<file path="src/rtl/td4x_core.sv">
// td4x_core: single-cycle TD4-ISA core with a resettable program store and run/stop/step control.
// Optional HALT instruction and state are enabled by defining TD4X_HALT_EN.
module td4x_core #(
  parameter int DATA_W = 4,
  parameter int ADDR_W = 4
) (
  input  logic              clk,
  input  logic              rst_n,
  input  logic              prog_we,
  input  logic [ADDR_W-1:0] prog_addr,
  input  logic [3:0]        prog_opcode,
  input  logic [DATA_W-1:0] prog_imm,
  input  logic              run,
  input  logic              step,
  input  logic [DATA_W-1:0] in_port,
  output logic [DATA_W-1:0] out_port,
  output logic [ADDR_W-1:0] pc,
  output logic [DATA_W-1:0] reg_a,
  output logic [DATA_W-1:0] reg_b,
  output logic              carry,
  output logic              running,
  output logic              halted
);

  localparam int DEPTH  = 1 << ADDR_W;
  localparam int WORD_W = 4 + DATA_W;

  typedef enum logic [1:0] {ST_STOP, ST_RUN, ST_HALT} state_e;

  state_e              state_q, state_d;
  logic                running_q, halted_q;
  logic [WORD_W-1:0]   mem_q [DEPTH];
  logic [ADDR_W-1:0]   pc_q, pc_d;
  logic [DATA_W-1:0]   a_q, a_d, b_q, b_d, out_q, out_d;
  logic                c_q, c_d;
  logic [3:0]          op;
  logic [DATA_W-1:0]   imm;
  logic [ADDR_W-1:0]   jmp_tgt;
  logic                exec;
  logic                wr_en;

  assign {op, imm} = mem_q[pc_q];
  assign wr_en     = prog_we && (state_q != ST_RUN);

  // Jump target: low immediate bits, zero-filled when the immediate is narrower than the PC.
  for (genvar gi = 0; gi < ADDR_W; gi++) begin : g_jmp
    if (gi < DATA_W) begin : g_bit
      assign jmp_tgt[gi] = imm[gi];
    end else begin : g_zero
      assign jmp_tgt[gi] = 1'b0;
    end
  end

  always_comb begin
    exec    = 1'b0;
    state_d = state_q;
    unique case (state_q)
      ST_STOP: begin
        if (run)                   state_d = ST_RUN;
        else if (step && !prog_we) exec    = 1'b1;
      end
      ST_RUN: begin
        exec = 1'b1;
        if (!run) state_d = ST_STOP;
      end
      ST_HALT: if (!run) state_d = ST_STOP;
      default: state_d = ST_STOP;
    endcase
`ifdef TD4X_HALT_EN
    // A HALT fetched on an executing edge overrides the run-level transition.
    if (exec && op == 4'b1000) state_d = ST_HALT;
`endif
  end

  always_comb begin
    pc_d  = pc_q;
    a_d   = a_q;
    b_d   = b_q;
    out_d = out_q;
    c_d   = c_q;
    if (exec) begin
      pc_d = pc_q + ADDR_W'(1);
      c_d  = 1'b0;
      case (op)
        4'b0000: {c_d, a_d} = {1'b0, a_q} + {1'b0, imm};
        4'b0101: {c_d, b_d} = {1'b0, b_q} + {1'b0, imm};
        4'b0011: a_d   = imm;
        4'b0111: b_d   = imm;
        4'b0001: a_d   = b_q;
        4'b0100: b_d   = a_q;
        4'b0010: a_d   = in_port;
        4'b0110: b_d   = in_port;
        4'b1001: out_d = b_q;
        4'b1011: out_d = imm;
        4'b1111: pc_d  = jmp_tgt;
        4'b1110: if (!c_q) pc_d = jmp_tgt;
        default: ;
      endcase
    end
  end

  always_ff @(posedge clk or negedge rst_n) begin
    if (!rst_n) begin
      state_q   <= ST_STOP;
      running_q <= 1'b0;
      halted_q  <= 1'b0;
    end else begin
      state_q   <= state_d;
      running_q <= (state_d == ST_RUN);
      halted_q  <= (state_d == ST_HALT);
    end
  end

  always_ff @(posedge clk or negedge rst_n) begin
    if (!rst_n) begin
      pc_q  <= '0;
      a_q   <= '0;
      b_q   <= '0;
      out_q <= '0;
      c_q   <= 1'b0;
    end else begin
      pc_q  <= pc_d;
      a_q   <= a_d;
      b_q   <= b_d;
      out_q <= out_d;
      c_q   <= c_d;
    end
  end

  // The store must clear on reset (blank program = ADD A,0), so it lives in registers.
  always_ff @(posedge clk or negedge rst_n) begin
    if (!rst_n) begin
      for (int i = 0; i < DEPTH; i++) mem_q[i] <= '0;
    end else if (wr_en) begin
      mem_q[prog_addr] <= {prog_opcode, prog_imm};
    end
  end

  assign pc       = pc_q;
  assign reg_a    = a_q;
  assign reg_b    = b_q;
  assign out_port = out_q;
  assign carry    = c_q;
  assign running  = running_q;
`ifdef TD4X_HALT_EN
  assign halted   = halted_q;
`else
  assign halted   = 1'b0 & halted_q;
`endif

endmodule

</file>
<file path="config.mk">
export PLATFORM = sky130hd
export DESIGN_NAME = td4x_core
export DESIGN_NICKNAME = d
export VERILOG_FILES = /design/src/rtl/td4x_core.sv
export SDC_FILE = /design/constraint.sdc
export NUM_CORES = 1
export LEC_CHECK = 0
export CAP_MARGIN = 10
export CELL_PAD_IN_SITES_DETAIL_PLACEMENT = 1
export CELL_PAD_IN_SITES_GLOBAL_PLACEMENT = 1
export CORE_ASPECT_RATIO = 1.1
export CORE_MARGIN = 2
export CORE_UTILIZATION = 54
export DETAILED_ROUTE_END_ITERATION = 10
export GPL_ROUTABILITY_DRIVEN = 0
export HOLD_SLACK_MARGIN = 0.06
export PLACE_DENSITY = 0.9
export SETUP_SLACK_MARGIN = 0.05
export SLEW_MARGIN = 40
export SYNTH_ARGS = -nofsm -noshare
export SYNTH_HDL_FRONTEND = slang
export SYNTH_SLANG_ARGS = --single-unit
</file>
<file path="constraint.sdc">
create_clock -name clk -period 5.3 [get_ports clk]
set_clock_uncertainty 0.2 [all_clocks]
set_input_delay 1.06 -clock clk [delete_from_list [all_inputs] [get_ports clk]]
set_output_delay 1.06 -clock clk [all_outputs]
set_load 0.01 [all_outputs]
</file>
==> results of run 1 <==
-- cell usage in the layout, fill, tap and decap left out, types with 7 or more instances in the layout --
cell / instances
dfrtp_1: 147
mux2_2: 142
clkdlybuf4s50_1: 37
nand2_1: 30
mux2i_1: 29
mux4_2: 19
clkbuf_16: 17
a22oi_1: 12
ha_1: 12
nor2b_1: 8
mux4_1: 8
a21oi_1: 7
nand3_1: 7
-- cell families after synthesis --
kind of cell	after synthesis
mux	198
flops	148
simple gates	75
compound gates	50
buf+inv	29
fa+ha+maj	14
xor+xnor	4
other cells	1
-- final cells by class --
| type | instances | area share, % |
|---|---|---|
| clock inverter | 13 | 2.418 |
| inverter | 4 | 0.1748 |
| sequential | 148 | 43.15 |
| timing repair buffer | 45 | 5.301 |
| tap | 184 | 2.680 |
| multi-input combinational | 342 | 41.23 |
| clock buffer | 19 | 5.039 |
-- routing by layer --
metal,part of all wire (%),up-vias,routed length (um)
met5,0,-,0
met4,3.4,0,688
li1,-,2035,-
met1,38,2543,7697
met2,53,172,10640
met3,5.3,48,1055
-- worst min path at each step --
stage | from | endpoint | slack [ps] | cells past startpoint
CTS | mem_q[74] | mem_q[74] | 300 | 1
finish | mem_q[40] | mem_q[40] | 300 | 1
global placement | mem_q[108] | mem_q[108] | 280 | 1
detailed placement | mem_q[117] | mem_q[117] | 290 | 1
global route | mem_q[104] | mem_q[104] | 320 | 1
floorplan | mem_q[116] | mem_q[116] | 270 | 1
-- power breakdown --
part / total (mW) / internal [mW] / switching [mW]
Clock: 1.32 / 0.834 / 0.487
Sequential: 2.01 / 1.61 / 0.395
Combinational: 2.59 / 1.32 / 1.27
Total: 5.92 / 3.77 / 2.15
-- sequential cells by signal, indices dropped and copies added, names as in the netlist --
name      flops
reg_a         4
mem_q       128
reg_b         4
carry         1
pc            4
out_port      4
running       1
state_q       2
==> reports/metrics.json, run 1 <==
{
  "synth.area.mux_share_pct": 34.06,
  "floorplan.die_area_um2": 14690,
  "fin_crit_sh_pct": 75.60,
  "vias_in_the_first_global_route": 5472,
  "cts_h_tree_depth": 4,
  "required_ps": 5380,
  "power.ir.vdd_worst_mv": 0.3204,
  "ys_ff_latch": 148,
  "placed_area_um2": 7915,
  "initial_utilization_pct": 55.69,
  "gr-total-overflow": 0,
  "placedCellCount": 721,
  "synth_top_family_by_area": "multiplexers",
  "maxCapViolations": 0,
  "first_iter_violations": 312,
  "post_synth_num_cell_types": 55,
  "post_synth_inst_count": 519,
  "report.final.slew_viol_count": 0,
  "post_cts_buffers": 0,
  "yosysWarnings": 0,
  "critical_path.max_fanout": 24,
  "timing.critical_path.to_type": "flip-flop",
  "detail_route.wirelength_um": 20080,
  "cts_tree": "done",
  "grtUsageMet2_pct": 51.63,
  "drive_above_1_share_pct": 37.30,
  "post_drt_wl_per_cell_um": 26.59,
  "cp-endpoint": "carry",
  "num-fill-cells": 1264,
  "crit_path_max_incr_delay_ps": 670,
  "regArea_um2": 3707,
  "fin_hold_viols": 0,
  "drt-vias-per-instance": 6.355,
  "clock_latency_ps": 430,
  "worstSetupStartpoint": "pc[1]",
  "gr-usage-met1_pct": 34.02,
  "crit_path_buf_inv_count": 1,
  "die_y_um": 126.9,
  "synth_most_common_cell": "dfrtp_1",
  "finish.instance_area_um2": 8591,
  "crit_path_start_kind": "flip-flop",
  "critical-path-top-cell-by-count": "a21oi_1",
  "reg2reg_setup_slack_ps": 1290,
  "avgSynthCellArea_um2": 14.30,
  "cellLeakagePower_nw": 3.878,
  "dr_total_vias": 4798,
  "cell_family_with_most_cp_delay": "compound AO/OA/AOI/OAI gates",
  "number_of_cells_traversed_by_the_worst_register_to_register_path": 11,
  "cellPowerDensity_nw_per_um2": 689.4,
  "global_route_wire_length_before_repair_um": 31380,
  "final_cell_count_no_fill": 755,
  "syn-num-nets": 554,
  "cts_hold_repair.buffers": 0,
  "numPortBuffers": 38,
  "total_power_mw": 5.923,
  "finalNetCount": 593,
  "global_route.usage.met3_pct": 6.355,
  "setup.worst_path.class": "flip-flop to flip-flop",
  "fraction_of_the_mapped_netlist_area_in_simple_logic_gates_pct": 5.059,
  "yosysTopAreaCellShare_pct": 49.92,
  "synth-xor-area-share_pct": 0.4722,
  "synth_top_cells_by_count": "dfrtp_1 (148), mux2_2 (142), nand2_1 (30), mux2i_1 (29), mux4_2 (19)",
  "layer_with_the_highest_usage": "met2",
  "num_io_pins": 40,
  "cts.reportedPaths.clkPinSlew_ps": 60,
  "numCtsBuffers": 17,
  "synth_largest_area_cell": "dfrtp_1",
  "syn_area_um2": 7420,
  "clock_tree.buffer_depth": 2,
  "grt_max_degree": 114,
  "n_antenna_cell": 0,
  "critical_path_arrival_ps": 4090,
  "final_util_pct": 64.48,
  "drt_first_pass_iters": 5,
  "rsz_0062_raised_after_global_routing": "no",
  "fmaxAchievable_mhz": 249.6,
  "synth_sequential_area_ratio_pct": 49.92,
  "critical_path_depth": 11,
  "synth_compound_gate_area_share_pct": 5.464,
  "crit_slowest_cell": "dfrtp_1",
  "relSlewSlack_pct": 43.82,
  "cts_resized": 0,
  "r2r-start": "pc[1]",
  "cp_cell_sequence": "buf_4 > mux4_2 > a22oi_1 > nand2_1 > ha_1 > fa_1 > a21o_1 > a21oi_1 > a21oi_1 > mux2i_1 > o41ai_1",
  "antenna_found_initial": 0,
  "dp_slack_ps": 1258,
  "final.setup.worst_slack_ps": 1293,
  "synthArstFlopShare_pct": 100.0,
  "area_growth_pct": 15.78,
  "route.antenna.remaining_nets": 0,
  "fin_worst_hold_slack_ps": 301.6,
  "rows": 44,
  "worst_hold_path_type": "flip-flop to flip-flop",
  "die_x_um": 115.8,
  "dpl.hpwl_um": 12820,
  "synth_top_flop_cell": "dfrtp_1",
  "multiInputGateArea_um2": 3542,
  "final_layout_setup_total_negative_slack_ps": 0,
  "clk_root_buffer_cell": "clkbuf_16",
  "synth-edff-count": 0,
  "report.final.setup_viol": 0,
  "critical_path.reg2reg.endpoint": "carry",
  "synth_adder_area_share_pct": 2.563,
  "status": "complete, no violations",
  "transition_time_at_the_pin_with_the_least_slew_margin_ps": 836.3,
  "placeableCoreArea_um2": 13320,
  "grt.total_usage_pct": 29.45,
  "drc": 0,
  "min_clock_period_post_route_ps": 4007,
  "cts_num_sinks": 148,
  "synth_top_cells_by_area": "dfrtp_1 (50%), mux2_2 (22%), mux4_2 (5.8%)"
}
Note: power is estimated with default switching activity, not from simulation.
==> run 2: changes to the inputs <==
--- a/config.mk
+++ b/config.mk
@@ -10,11 +10,11 @@
 export CELL_PAD_IN_SITES_GLOBAL_PLACEMENT = 1
 export CORE_ASPECT_RATIO = 1.1
 export CORE_MARGIN = 2
-export CORE_UTILIZATION = 54
+export CORE_UTILIZATION = 46
 export DETAILED_ROUTE_END_ITERATION = 10
 export GPL_ROUTABILITY_DRIVEN = 0
 export HOLD_SLACK_MARGIN = 0.06
-export PLACE_DENSITY = 0.9
+export PLACE_DENSITY = 0.82
 export SETUP_SLACK_MARGIN = 0.05
 export SLEW_MARGIN = 40
 export SYNTH_ARGS = -nofsm -noshare
==> constraint.sdc (replaced) <==
create_clock -name clk -period 3.2 [get_ports clk]
set_clock_uncertainty 0.2 [all_clocks]
set_input_delay 0.64 -clock clk [delete_from_list [all_inputs] [get_ports clk]]
set_output_delay 0.64 -clock clk [all_outputs]
set_load 0.01 [all_outputs]
==> run 2 against run 1 <==
Net effect:
- first-iteration DRC count shrank 29%
- largest cell class unchanged
- utilization is 7.3 points lower
- die area grew 17%
- setup slack got worse by 1200 ps
- largest power group unchanged
- critical endpoint is now reg_a[2]
- wire length grew 0.14%
==> reports/metrics.json, run 2 (same netlist as run 1, synthesis figures left out) <==
{
  "status": {"value": "complete, no violations", "change": "unchanged"},
  "relSlewSlack": {"value": 52.06, "unit": "%", "change": "was 43.82%"},
  "critical_path.max_fanout": {"value": 3, "change": "was 24"},
  "rsz_0062_raised_after_global_routing": {"value": "yes", "change": "was no"},
  "finish.instance_area": {"value": 9000, "unit": "um^2", "change": "was 8591 um^2"},
  "drt_first_pass_iters": {"value": 7, "change": "was 5"},
  "gr-total-overflow": {"value": 0, "change": "unchanged"},
  "area_growth": {"value": 21.30, "unit": "%", "change": "was 15.78%"},
  "route.antenna.remaining_nets": {"value": 0, "change": "unchanged"},
  "cts_num_sinks": {"value": 148, "change": "unchanged"},
  "cellLeakagePower": {"value": 4.056, "unit": "nW", "change": "was 3.878 nW"},
  "cts_tree": {"value": "done", "change": "unchanged"},
  "post_drt_wl_per_cell": {"value": 24.88, "unit": "um", "change": "was 26.59 um"},
  "cp_cell_sequence": {"value": "buf_6 > mux4_2 > a22oi_2 > nand2_2 > ha_4 > fa_2 > xnor2_2 > nor3_1 > a211o_1 > a31o_2", "change": "was buf_4 > mux4_2 > a22oi_1 > nand2_1 > ha_1 > fa_1 > a21o_1 > a21oi_1 > a21oi_1 > mux2i_1 > o41ai_1"},
  "report.final.setup_viol": {"value": 0, "change": "unchanged"},
  "global_route_wire_length_before_repair": {"value": 31960, "unit": "um", "change": "was 31,380 um"},
  "clock_tree.buffer_depth": {"value": 2, "change": "unchanged"},
  "fin_crit_sh": {"value": 97.59, "unit": "%", "change": "was 75.60%"},
  "final_layout_setup_total_negative_slack": {"value": 0, "unit": "ps", "change": "unchanged"},
  "power.ir.vdd_worst": {"value": 0.5133, "unit": "mV", "change": "was 0.3204 mV"},
  "drive_above_1_share": {"value": 44.08, "unit": "%", "change": "was 37.30%"},
  "maxCapViolations": {"value": 0, "change": "unchanged"},
  "vias_in_the_first_global_route": {"value": 5651, "change": "was 5,472"},
  "first_iter_violations": {"value": 223, "change": "was 312"},
  "transition_time_at_the_pin_with_the_least_slew_margin": {"value": 716.4, "unit": "ps", "change": "was 836.3 ps"},
  "die_x": {"value": 125.1, "unit": "um", "change": "was 115.8 um"},
  "crit_path_max_incr_delay": {"value": 520, "unit": "ps", "change": "was 670 ps"},
  "clock_latency": {"value": 430, "unit": "ps", "change": "about the same"},
  "total_power": {"value": 10.39, "unit": "mW", "change": "was 5.923 mW"},
  "numCtsBuffers": {"value": 17, "change": "unchanged"},
  "rows": {"value": 48, "change": "was 44"},
  "required": {"value": 3320, "unit": "ps", "change": "was 5380 ps"},
  "floorplan.die_area": {"value": 17160, "unit": "um^2", "change": "was 14,690 um^2"},
  "cts_h_tree_depth": {"value": 4, "change": "unchanged"},
  "dr_total_vias": {"value": 4943, "change": "was 4,798"},
  "cellPowerDensity": {"value": 1155, "unit": "nW/um^2", "change": "was 689.4 nW/um^2"},
  "min_clock_period_post_route": {"value": 3123, "unit": "ps", "change": "was 4007 ps"},
  "placeableCoreArea": {"value": 15740, "unit": "um^2", "change": "was 13,320 um^2"},
  "final_cell_mix": {"value": "dfrtp_1 (147), mux2_2 (142), buf_4 (38)", "change": "was dfrtp_1 (147), mux2_2 (142), clkdlybuf4s50_1 (37)"},
  "final.setup.worst_slack": {"value": 76.99, "unit": "ps", "change": "was 1293 ps"},
  "grt.total_usage": {"value": 24.63, "unit": "%", "change": "was 29.45%"},
  "numPortBuffers": {"value": 38, "change": "unchanged"},
  "timing.critical_path.to_type": {"value": "flip-flop", "change": "unchanged"},
  "worst_hold_path_type": {"value": "flip-flop to flip-flop", "change": "unchanged"},
  "crit_path_start_kind": {"value": "flip-flop", "change": "unchanged"},
  "setup.worst_path.class": {"value": "flip-flop to flip-flop", "change": "unchanged"},
  "largest-register": {"value": "mem_q", "change": "unchanged"},
  "leading_cell_type_in_the_layout_fill_and_taps_excluded": {"value": "dfrtp_1", "change": "unchanged"},
  "cts.reportedPaths.clkPinSlew": {"value": 70, "unit": "ps", "change": "was 60 ps"},
  "antenna_found_initial": {"value": 0, "change": "unchanged"},
  "report.final.slew_viol_count": {"value": 0, "change": "unchanged"},
  "finalNetCount": {"value": 630, "change": "was 593"},
  "largest_reg_flops": {"value": 128, "change": "unchanged"},
  "crit_slowest_cell": {"value": "mux4_2", "change": "was dfrtp_1"},
  "placed_area": {"value": 8259, "unit": "um^2", "change": "was 7915 um^2"},
  "dpl.hpwl": {"value": 13710, "unit": "um", "change": "was 12,820 um"},
  "detail_route.wirelength": {"value": 20110, "unit": "um", "change": "was 20,080 um"},
  "initial_utilization": {"value": 47.15, "unit": "%", "change": "was 55.69%"},
  "fin_hold_viols": {"value": 0, "change": "unchanged"},
  "grt_max_degree": {"value": 73, "change": "was 114"},
  "num_io_pins": {"value": 40, "change": "unchanged"},
  "clk_root_buffer_cell": {"value": "clkbuf_16", "change": "unchanged"},
  "fin_worst_hold_slack": {"value": 304.1, "unit": "ps", "change": "was 301.6 ps"},
  "dp_slack": {"value": 32.92, "unit": "ps", "change": "was 1258 ps"},
  "drt-vias-per-instance": {"value": 6.118, "change": "was 6.355"},
  "die_y": {"value": 137.2, "unit": "um", "change": "was 126.9 um"},
  "drc": {"value": 0, "change": "unchanged"},
  "fmaxAchievable": {"value": 320.2, "unit": "MHz", "change": "was 249.6 MHz"},
  "critical_path_arrival": {"value": 3240, "unit": "ps", "change": "was 4090 ps"},
  "n_antenna_cell": {"value": 0, "change": "unchanged"}
}
-- run 2: cell types whose count changed in the layout (fill, tap and decap cells not counted), sizes merged --
cell | before | now
dlygate4sd3 | 0 | 1
bufinv | 5 | 3
inv | 4 | 6
clkinvlp | 4 | 5
buf | 7 | 44
clkbuf | 20 | 18
-- run 2: worst max-delay path, delay by kind of cell, from the launching register on --
family / cells / cell delay (ps)
buffers and inverters: 1 / 120
adders and majority gates: 2 / 600
DFF: 1 / 410
xor gates and xnor gates: 1 / 170
muxes: 1 / 520
AOI/OAI and AO/OA: 3 / 740
and+or+nand+nor: 2 / 250
-- run 2: routing by layer --
layer  track usage [%]  vias up  routed length, um
li1                  -     2121                  -
met1             28.87     2632               8056
met2             44.50      141              10620
met3             4.350       49                745
met4             11.23        0                680
met5                 0        -                  0
-- run 2: final cells by class --
| class | count | area [um^2] |
|---|---|---|
| clock buffers | 18 | 439.2 |
| clock inverters | 14 | 176.4 |
| fillers | 1517 | 6735 |
| inverters | 4 | 15.01 |
| multi-input cells | 342 | 3655 |
| flip-flops and latches | 148 | 3705 |
| well taps | 200 | 250.2 |
| repair buffers | 82 | 759.5 |
-- run 2: where the power goes --
part / leakage [nW] / switching (mW) / total [mW] / internal [mW]
clock: 0.285 / 0.821 / 2.07 / 1.25
combinational: 1.89 / 2.41 / 5.12 / 2.71
sequential: 1.88 / 0.531 / 3.20 / 2.67
-- run 2: timing repair --
action,4_1_cts,5_1_grt
pin swaps,2,9
resized for setup,4,17
buffers inserted,0,1
hold buffers,1,0
endpoints found under the hold margin,1,0
endpoints found under the setup margin,3,13
-- run 2: per-stage QoR --
stage,std cells,util (%)
after floorplan,519,-
after global placement,774,52.49
after detailed placement,774,52.49
after CTS,807,56.58
after global routing,808,57.20
final,808,57.20
-- run 2: worst paths after layout --
path / from / to / slack [ps] / depth (start not counted)
max: pc[0] / reg_a[2] / 80 / 10
min: mem_q[10] / mem_q[10] / 300 / 1
max reg2reg: pc[0] / reg_a[2] / 80 / 10
min reg2reg: mem_q[10] / mem_q[10] / 300 / 1
max in group asynchronous: rst_n / mem_q[4] / 1380 / 3
min in group asynchronous: rst_n / mem_q[106] / 600 / 2
==> run 3: changes to the inputs <==
==> constraint.sdc (replaced) <==
create_clock -name clk -period 2.8 [get_ports clk]
set_clock_uncertainty 0.2 [all_clocks]
set_input_delay 0.56 -clock clk [delete_from_list [all_inputs] [get_ports clk]]
set_output_delay 0.56 -clock clk [all_outputs]
set_load 0.01 [all_outputs]
==> run 3 against run 2 <==
Net effect:
- sequential share of layout area fell by 3.0 points
- via count rose by 7.0%
- the flow now finishes with violations (negative setup slack)
- highest routed layer unchanged
- largest power group unchanged
- die area did not move
- combinational power rose by 49%
==> reports/metrics.json, run 3 (same netlist as run 1, synthesis figures left out) <==
{
  "failed_checks": "negative setup slack",
  "clock_tree.buffer_depth": {"value": 2, "change": "unchanged"},
  "required": {"value": 2920, "unit": "ps", "change": "was 3320 ps"},
  "fin_hold_viols": {"value": 0, "change": "unchanged"},
  "cts_num_sinks": {"value": 148, "change": "unchanged"},
  "clock_latency": {"value": 430, "unit": "ps", "change": "about the same"},
  "largest_reg_flops": {"value": 128, "change": "unchanged"},
  "floorplan.die_area": {"value": 17160, "unit": "um^2", "change": "unchanged"},
  "maxCapViolations": {"value": 0, "change": "unchanged"},
  "largest-register": {"value": "mem_q", "change": "unchanged"},
  "regArea": {"value": 3706, "unit": "um^2", "change": "was 3705 um^2"},
  "cellPowerDensity": {"value": 1423, "unit": "nW/um^2", "change": "was 1155 nW/um^2"},
  "clk_root_buffer_cell": {"value": "clkbuf_16", "change": "unchanged"},
  "initial_utilization": {"value": 47.15, "unit": "%", "change": "unchanged"},
  "min_clock_period_post_route": {"value": 3280, "unit": "ps", "change": "was 3123 ps"},
  "drt-vias-per-instance": {"value": 6.163, "change": "was 6.118"},
  "first_iter_violations": {"value": 328, "change": "was 223"},
  "rows": {"value": 48, "change": "unchanged"},
  "placeableCoreArea": {"value": 15740, "unit": "um^2", "change": "unchanged"},
  "global_route_wire_length_before_repair": {"value": 35470, "unit": "um", "change": "was 31,960 um"},
  "fin_crit_sh": {"value": 117.1, "unit": "%", "change": "was 97.59%"},
  "die_x": {"value": 125.1, "unit": "um", "change": "unchanged"},
  "power.share.sequential": {"value": 27.2, "unit": "%", "change": "was 30.8%"},
  "fmaxAchievable": {"value": 304.9, "unit": "MHz", "change": "was 320.2 MHz"},
  "dp_slack": {"value": -351.5, "unit": "ps", "change": "was 32.92 ps"},
  "cellLeakagePower": {"value": 4.361, "unit": "nW", "change": "was 4.056 nW"},
  "vias_in_the_first_global_route": {"value": 5982, "change": "was 5,651"},
  "power.switching": {"value": 5.197, "unit": "mW", "change": "was 3.759 mW"},
  "num-fill-cells": {"value": 1449, "change": "was 1,517"},
  "worstSetupStartpoint": {"value": "pc[0]", "change": "unchanged"},
  "finish.instance_area": {"value": 9721, "unit": "um^2", "change": "was 9000 um^2"},
  "die_y": {"value": 137.2, "unit": "um", "change": "unchanged"},
  "dr_total_vias": {"value": 5288, "change": "was 4,943"},
  "leading_cell_type_in_the_layout_fill_and_taps_excluded": {"value": "dfrtp_1", "change": "unchanged"},
  "sw_frac_of_total": {"value": 37.57, "unit": "%", "change": "was 36.17%"},
  "gr-total-overflow": {"value": 0, "change": "unchanged"},
  "n_antenna_cell": {"value": 0, "change": "unchanged"},
  "rsz_0062_raised_after_global_routing": {"value": "yes", "change": "unchanged"},
  "area_growth": {"value": 31.01, "unit": "%", "change": "was 21.30%"},
  "dpl.hpwl": {"value": 15100, "unit": "um", "change": "was 13,710 um"},
  "antenna_found_initial": {"value": 0, "change": "unchanged"},
  "num_io_pins": {"value": 40, "change": "unchanged"},
  "cp-endpoint": {"value": "reg_a[2]", "change": "unchanged"},
  "worst_hold_path_type": {"value": "flip-flop to flip-flop", "change": "unchanged"},
  "cell_internal_pwr": {"value": 8.635, "unit": "mW", "change": "was 6.634 mW"},
  "numPortBuffers": {"value": 38, "change": "unchanged"},
  "drt_first_pass_iters": {"value": 5, "change": "was 7"},
  "grt_max_degree": {"value": 65, "change": "was 73"},
  "power.clock.fraction": {"value": 17.8, "unit": "%", "change": "was 19.9%"},
  "detail_route.wirelength": {"value": 24760, "unit": "um", "change": "was 20,110 um"},
  "r2r-start": {"value": "pc[0]", "change": "unchanged"},
  "power.ir.vdd_worst": {"value": 0.5255, "unit": "mV", "change": "was 0.5133 mV"},
  "placed_area": {"value": 8594, "unit": "um^2", "change": "was 8259 um^2"},
  "report.final.setup_viol": {"value": 17, "change": "was 0"},
  "combPwrFrac": {"value": 55.0, "unit": "%", "change": "was 49.2%"},
  "final_cell_mix": {"value": "dfrtp_1 (146), mux2_2 (140), buf_4 (78)", "change": "was dfrtp_1 (147), mux2_2 (142), buf_4 (38)"},
  "multiInputGateArea": {"value": 3864, "unit": "um^2", "change": "was 3655 um^2"},
  "grt.total_usage": {"value": 28.08, "unit": "%", "change": "was 24.63%"},
  "post_drt_wl_per_cell": {"value": 28.86, "unit": "um", "change": "was 24.88 um"},
  "finalNetCount": {"value": 681, "change": "was 630"},
  "reg2reg_setup_slack": {"value": -480, "unit": "ps", "change": "was 80 ps"},
  "numCtsBuffers": {"value": 17, "change": "unchanged"},
  "fin_worst_hold_slack": {"value": 299.8, "unit": "ps", "change": "was 304.1 ps"},
  "final_layout_setup_total_negative_slack": {"value": -4730, "unit": "ps", "change": "was 0 ps"},
  "critical_path.max_fanout": {"value": 6, "change": "was 3"},
  "total_power": {"value": 13.83, "unit": "mW", "change": "was 10.39 mW"},
  "drc": {"value": 0, "change": "unchanged"},
  "cts_tree": {"value": "done", "change": "unchanged"},
  "critical_path_arrival": {"value": 3400, "unit": "ps", "change": "was 3240 ps"},
  "setup.worst_path.class": {"value": "flip-flop to flip-flop", "change": "unchanged"},
  "timing.critical_path.to_type": {"value": "flip-flop", "change": "unchanged"},
  "relSlewSlack": {"value": 51.91, "unit": "%", "change": "was 52.06%"},
  "number_of_cells_traversed_by_the_worst_register_to_register_path": {"value": 11, "change": "was 10"},
  "cts.reportedPaths.clkPinSlew": {"value": 60, "unit": "ps", "change": "was 70 ps"},
  "final.setup.worst_slack": {"value": -479.7, "unit": "ps", "change": "was 76.99 ps"},
  "drive_above_1_share": {"value": 52.89, "unit": "%", "change": "was 44.08%"},
  "cts_h_tree_depth": {"value": 4, "change": "unchanged"},
  "status": {"value": "finished with violations", "change": "was complete, no violations"},
  "route.antenna.remaining_nets": {"value": 0, "change": "unchanged"},
  "critical_path.reg2reg.endpoint": {"value": "reg_a[2]", "change": "unchanged"},
  "transition_time_at_the_pin_with_the_least_slew_margin": {"value": 719.1, "unit": "ps", "change": "was 716.4 ps"},
  "report.final.slew_viol_count": {"value": 0, "change": "unchanged"},
  "crit_path_start_kind": {"value": "flip-flop", "change": "unchanged"}
}
## run 3: worst min path at each step
| stage | startpoint | endpoint | slack [ps] | cells after the start |
|---|---|---|---|---|
| after floorplan | rst_n | carry | 60 | 0 |
| after global placement | mem_q[60] | mem_q[60] | 280 | 1 |
| after detailed placement | mem_q[53] | mem_q[53] | 290 | 1 |
| after CTS | mem_q[105] | mem_q[105] | 300 | 1 |
| after global routing | mem_q[105] | mem_q[105] | 310 | 1 |
| final | mem_q[45] | mem_q[45] | 300 | 1 |
## run 3: stage by stage
stage	utilization, %	std cells
2_1_floorplan	-	519
3_3_place_gp	54.62	807
3_5_place_dp	54.62	807
4_1_cts	60.33	850
5_1_grt	61.78	858
6_report	61.78	858
## run 3: repair_timing
item / CTS / global route
resized for setup: 39 / 23
hold buffers: 1 / 0
cloned: 0 / 1
buffers inserted: 11 / 7
endpoints found under the hold margin: 61 / 0
pin swaps: 19 / 16
endpoints found under the setup margin: 17 / 17
## run 3: power groups by stage
stage	combinational, mW	sequential [mW]	clock (mW)
floorplan	3.81	3.48	0
global placement	5.54	3.58	0
detailed placement	5.94	3.69	0
CTS	6.67	3.69	2.46
global route	7.92	3.86	2.57
finish	7.61	3.77	2.46
## run 3: critical path, cell delays in order, from the launching register on
cell and delay [ps]:
dfrtp_2 420, buf_12 140, buf_12 100, mux4_2 500
a22oi_2 290, nand2_4 150, buf_4 180, fa_2 400
xnor2_2 200, nor3_2 80, a211o_1 260, a31o_2 210
## run 3: layout make-up
class	instances	area share, %
inverter	4	0.1545
sequential	148	38.13
tap	200	2.574
clock inverter	8	1.532
multi-input combinational	342	39.75
timing repair buffer	133	12.95
clock buffer	23	4.917
## run 3: metal layers
metal / vias to the layer above / share of wire [%] / GRT usage (%)
met5: - / 0 / 0
met4: 0 / 4.9 / 14.26
met3: 80 / 4.9 / 5.981
met2: 212 / 52 / 49.03
met1: 2784 / 38 / 33.09
li1: 2212 / - / -
==> RTL change (settings of run 2) <==
The parameter `ADDR_W` goes from 4 to 5.
--- a/src/rtl/td4x_core.sv
+++ b/src/rtl/td4x_core.sv
@@ -2,7 +2,7 @@
 // Optional HALT instruction and state are enabled by defining TD4X_HALT_EN.
 module td4x_core #(
   parameter int DATA_W = 4,
-  parameter int ADDR_W = 4
+  parameter int ADDR_W = 5
 ) (
   input  logic              clk,
   input  logic              rst_n,
Ports: changed (resized pc and prog_addr); port bits go from 40 to 42. The function was not compared with the original's and may differ.
==> RTL change against run 2 <==
- synthesized area rose by 81%
- power rose by 55%
- wire length rose by 110%
- cell count rose by 78%
- sequential cell count rose by 129
- the run now ends with setup timing left
- highest routed layer unchanged
- fmax fell by 15%
- design area rose by 83%
- worst setup slack got worse by 0.55 ns
- utilization rose by 0.20 points
- via count rose by 80%
- non-clock buffer count rose by 88
==> RTL change: results (changes against run 2) <==
stage	metric	value	unit	change
run_status	run status	complete, but fails checks		
run_status	violations in the final reports	setup timing		
layout	Layout Nets	1082		+72%
hold_path	critical hold path startpoint	mem_q[173]$_DFFE_PN0P_		
layout	fillcell total	2667		+76%
setup_path	Reg2Reg Depth	12		+2
clock_network	CTS Buffer Depth	3		+1
clock_network	clk_lat worst skew	0.58	ns	+0.15 ns
hold_path	WHS Endpoint	mem_q[173]$_DFFE_PN0P_		
yosys	asr flop ratio synth	100	%	unchanged
sta	headroom to the max-slew limit	48.7	%	-3.4 points
power_and_ir_drop	Leak Pwr	0.00762	uW	+88%
layout	largest register by flop count	mem_q		
drt	Total Wirelength	41.8	mm	+110%
global_routing	Tot GR Track Use	24.7	%	+0.11 points
placed_design	# port buffers	40		+5.3%
setup_path	Worst path slowest cell	mux4_2		
clock_network	CTS Buf Count	30		+13
floorplanning	Die X	167	um	+33%
yosys	sequential area share after synthesis	51.6	%	+1.7 points
setup_path	reg2reg end	reg_b[3]$_DFFE_PN0P_		
drt	vias per std cell	6.20		+1.4%
layout	share of post-route cells with drive strength above 1	53.4	%	+9.3 points
setup_path	crit path max fanout	6		+3
placed_design	dpl ws	-0.308	ns	-0.340 ns
sta	Min Hold Slack	0.300	ns	-0.00437 ns
global_routing	first-pass GRT wire length	58.5	mm	+83%
yosys	most instantiated cells after synthesis	dfrtp_1, mux2_2, mux4_2		
placed_design	DP HPWL	25.0	mm	+82%
sta	# setup viols final	18		+18
setup_path	Largest stage delay, worst path	0.55	ns	+0.03 ns
sta	setup TNS	-5.77	ns	-5.77 ns
sta	setup ws final	-0.472	ns	-0.549 ns
layout	number of antenna diodes	0		unchanged
drt	DR pass1 iterations	5		-2
power_and_ir_drop	NetSw	5680	uW	+51%
clock_network	CTS root buf	clkbuf_16		
setup_path	crit-path leading delay family	multiplexers		
drt	DR iter-0 viols	742		+230%
power_and_ir_drop	Max IR drop VDD	0.638	mV	+24%
clock_network	CTS HTree Levels	1		-3
global_routing	largest net degree at the start of global routing	65		-11%
yosys	syn nets	940		+70%
layout	Largest register FFs	256		+100%
global_routing	vias in the first global route	9705		+72%
yosys	synth top area cells	dfrtp_1, mux2_2, mux4_2		
yosys	Cell variety after synth	62		+13%
setup_path	Data arrival, critical path	3.92	ns	+0.68 ns
placed_design	Cell Area, Placed	14900	um^2	+81%
-- RTL change: area by class of cell --
cell class	instances	area (um^2)	share of cell area [%]
clock inverter	10	95.1	0.577
multi-input combinational	556	6440	39.1
sequential	277	6940	42.1
timing repair buffer	170	1610	9.77
inverter	11	41.3	0.251
clock buffer	43	890	5.40
tap	368	460	2.79
-- RTL change: power groups by stage --
stage          logic, uW  registers [uW]  clock network [uW]
3_3_place_gp        5720            5080                   0
4_1_cts             6230            5160                3500
6_report            7400            5240                3490
5_1_grt             7730            5350                3670
2_1_floorplan       3920            4920                   0
3_5_place_dp        5940            5190                   0
-- RTL change: kinds of logic (layout without fill, tap and decap cells) --
kind of cell             after synthesis  in the layout  share of synthesized area (%)
AND/OR/NAND/NOR                      110            110                           3.93
adder cells (fa/ha/maj)               14             14                           1.42
multiplexers                         368            368                           37.0
AO/OA/AOI/OAI                         59             59                           3.17
other                                  1              1                         0.0279
buffers and inverters                 71            234                           2.56
XOR/XNOR                               4              4                          0.261
flip-flops                           277            277                           51.6
-- RTL change: metal layers --
metal  vias up  GRT usage, %  routed length, um
met2       356          42.5              21600
met5         -             0                  0
met1      4759          31.1              16100
met4         0          11.0               2150
met3       142          3.99               2020
li1       3647             -                  -
-- RTL change: timing repair --
action	in CTS	in global routing
pin swaps	1	25
setup buffers	7	20
hold buffers	1	0
endpoints found under the hold margin	59	0
gates resized for setup	21	60
cloned	0	1
endpoints found under the setup margin	17	18
-- RTL change: worst max path at each step --
stage | end | cells after the start | from
2_1_floorplan | reg_b[2]$_DFFE_PN0P_ | 16 | pc[0]$_DFFE_PN0P_
3_3_place_gp | carry$_DFFE_PN0P_ | 15 | pc[0]$_DFFE_PN0P_
3_5_place_dp | carry$_DFFE_PN0P_ | 10 | pc[0]$_DFFE_PN0P_
5_1_grt | carry$_DFFE_PN0P_ | 14 | pc[0]$_DFFE_PN0P_
4_1_cts | carry$_DFFE_PN0P_ | 10 | pc[0]$_DFFE_PN0P_
6_report | reg_b[3]$_DFFE_PN0P_ | 12 | pc[0]$_DFFE_PN0P_
-- RTL change: metrics by stage --
stage / cells / power [uW]
after global routing: 1435 / 16700
final: 1435 / 16100
after CTS: 1414 / 14900
after detailed placement: 1353 / 11100
after floorplan: 904 / 8840
after global placement: 1353 / 10800
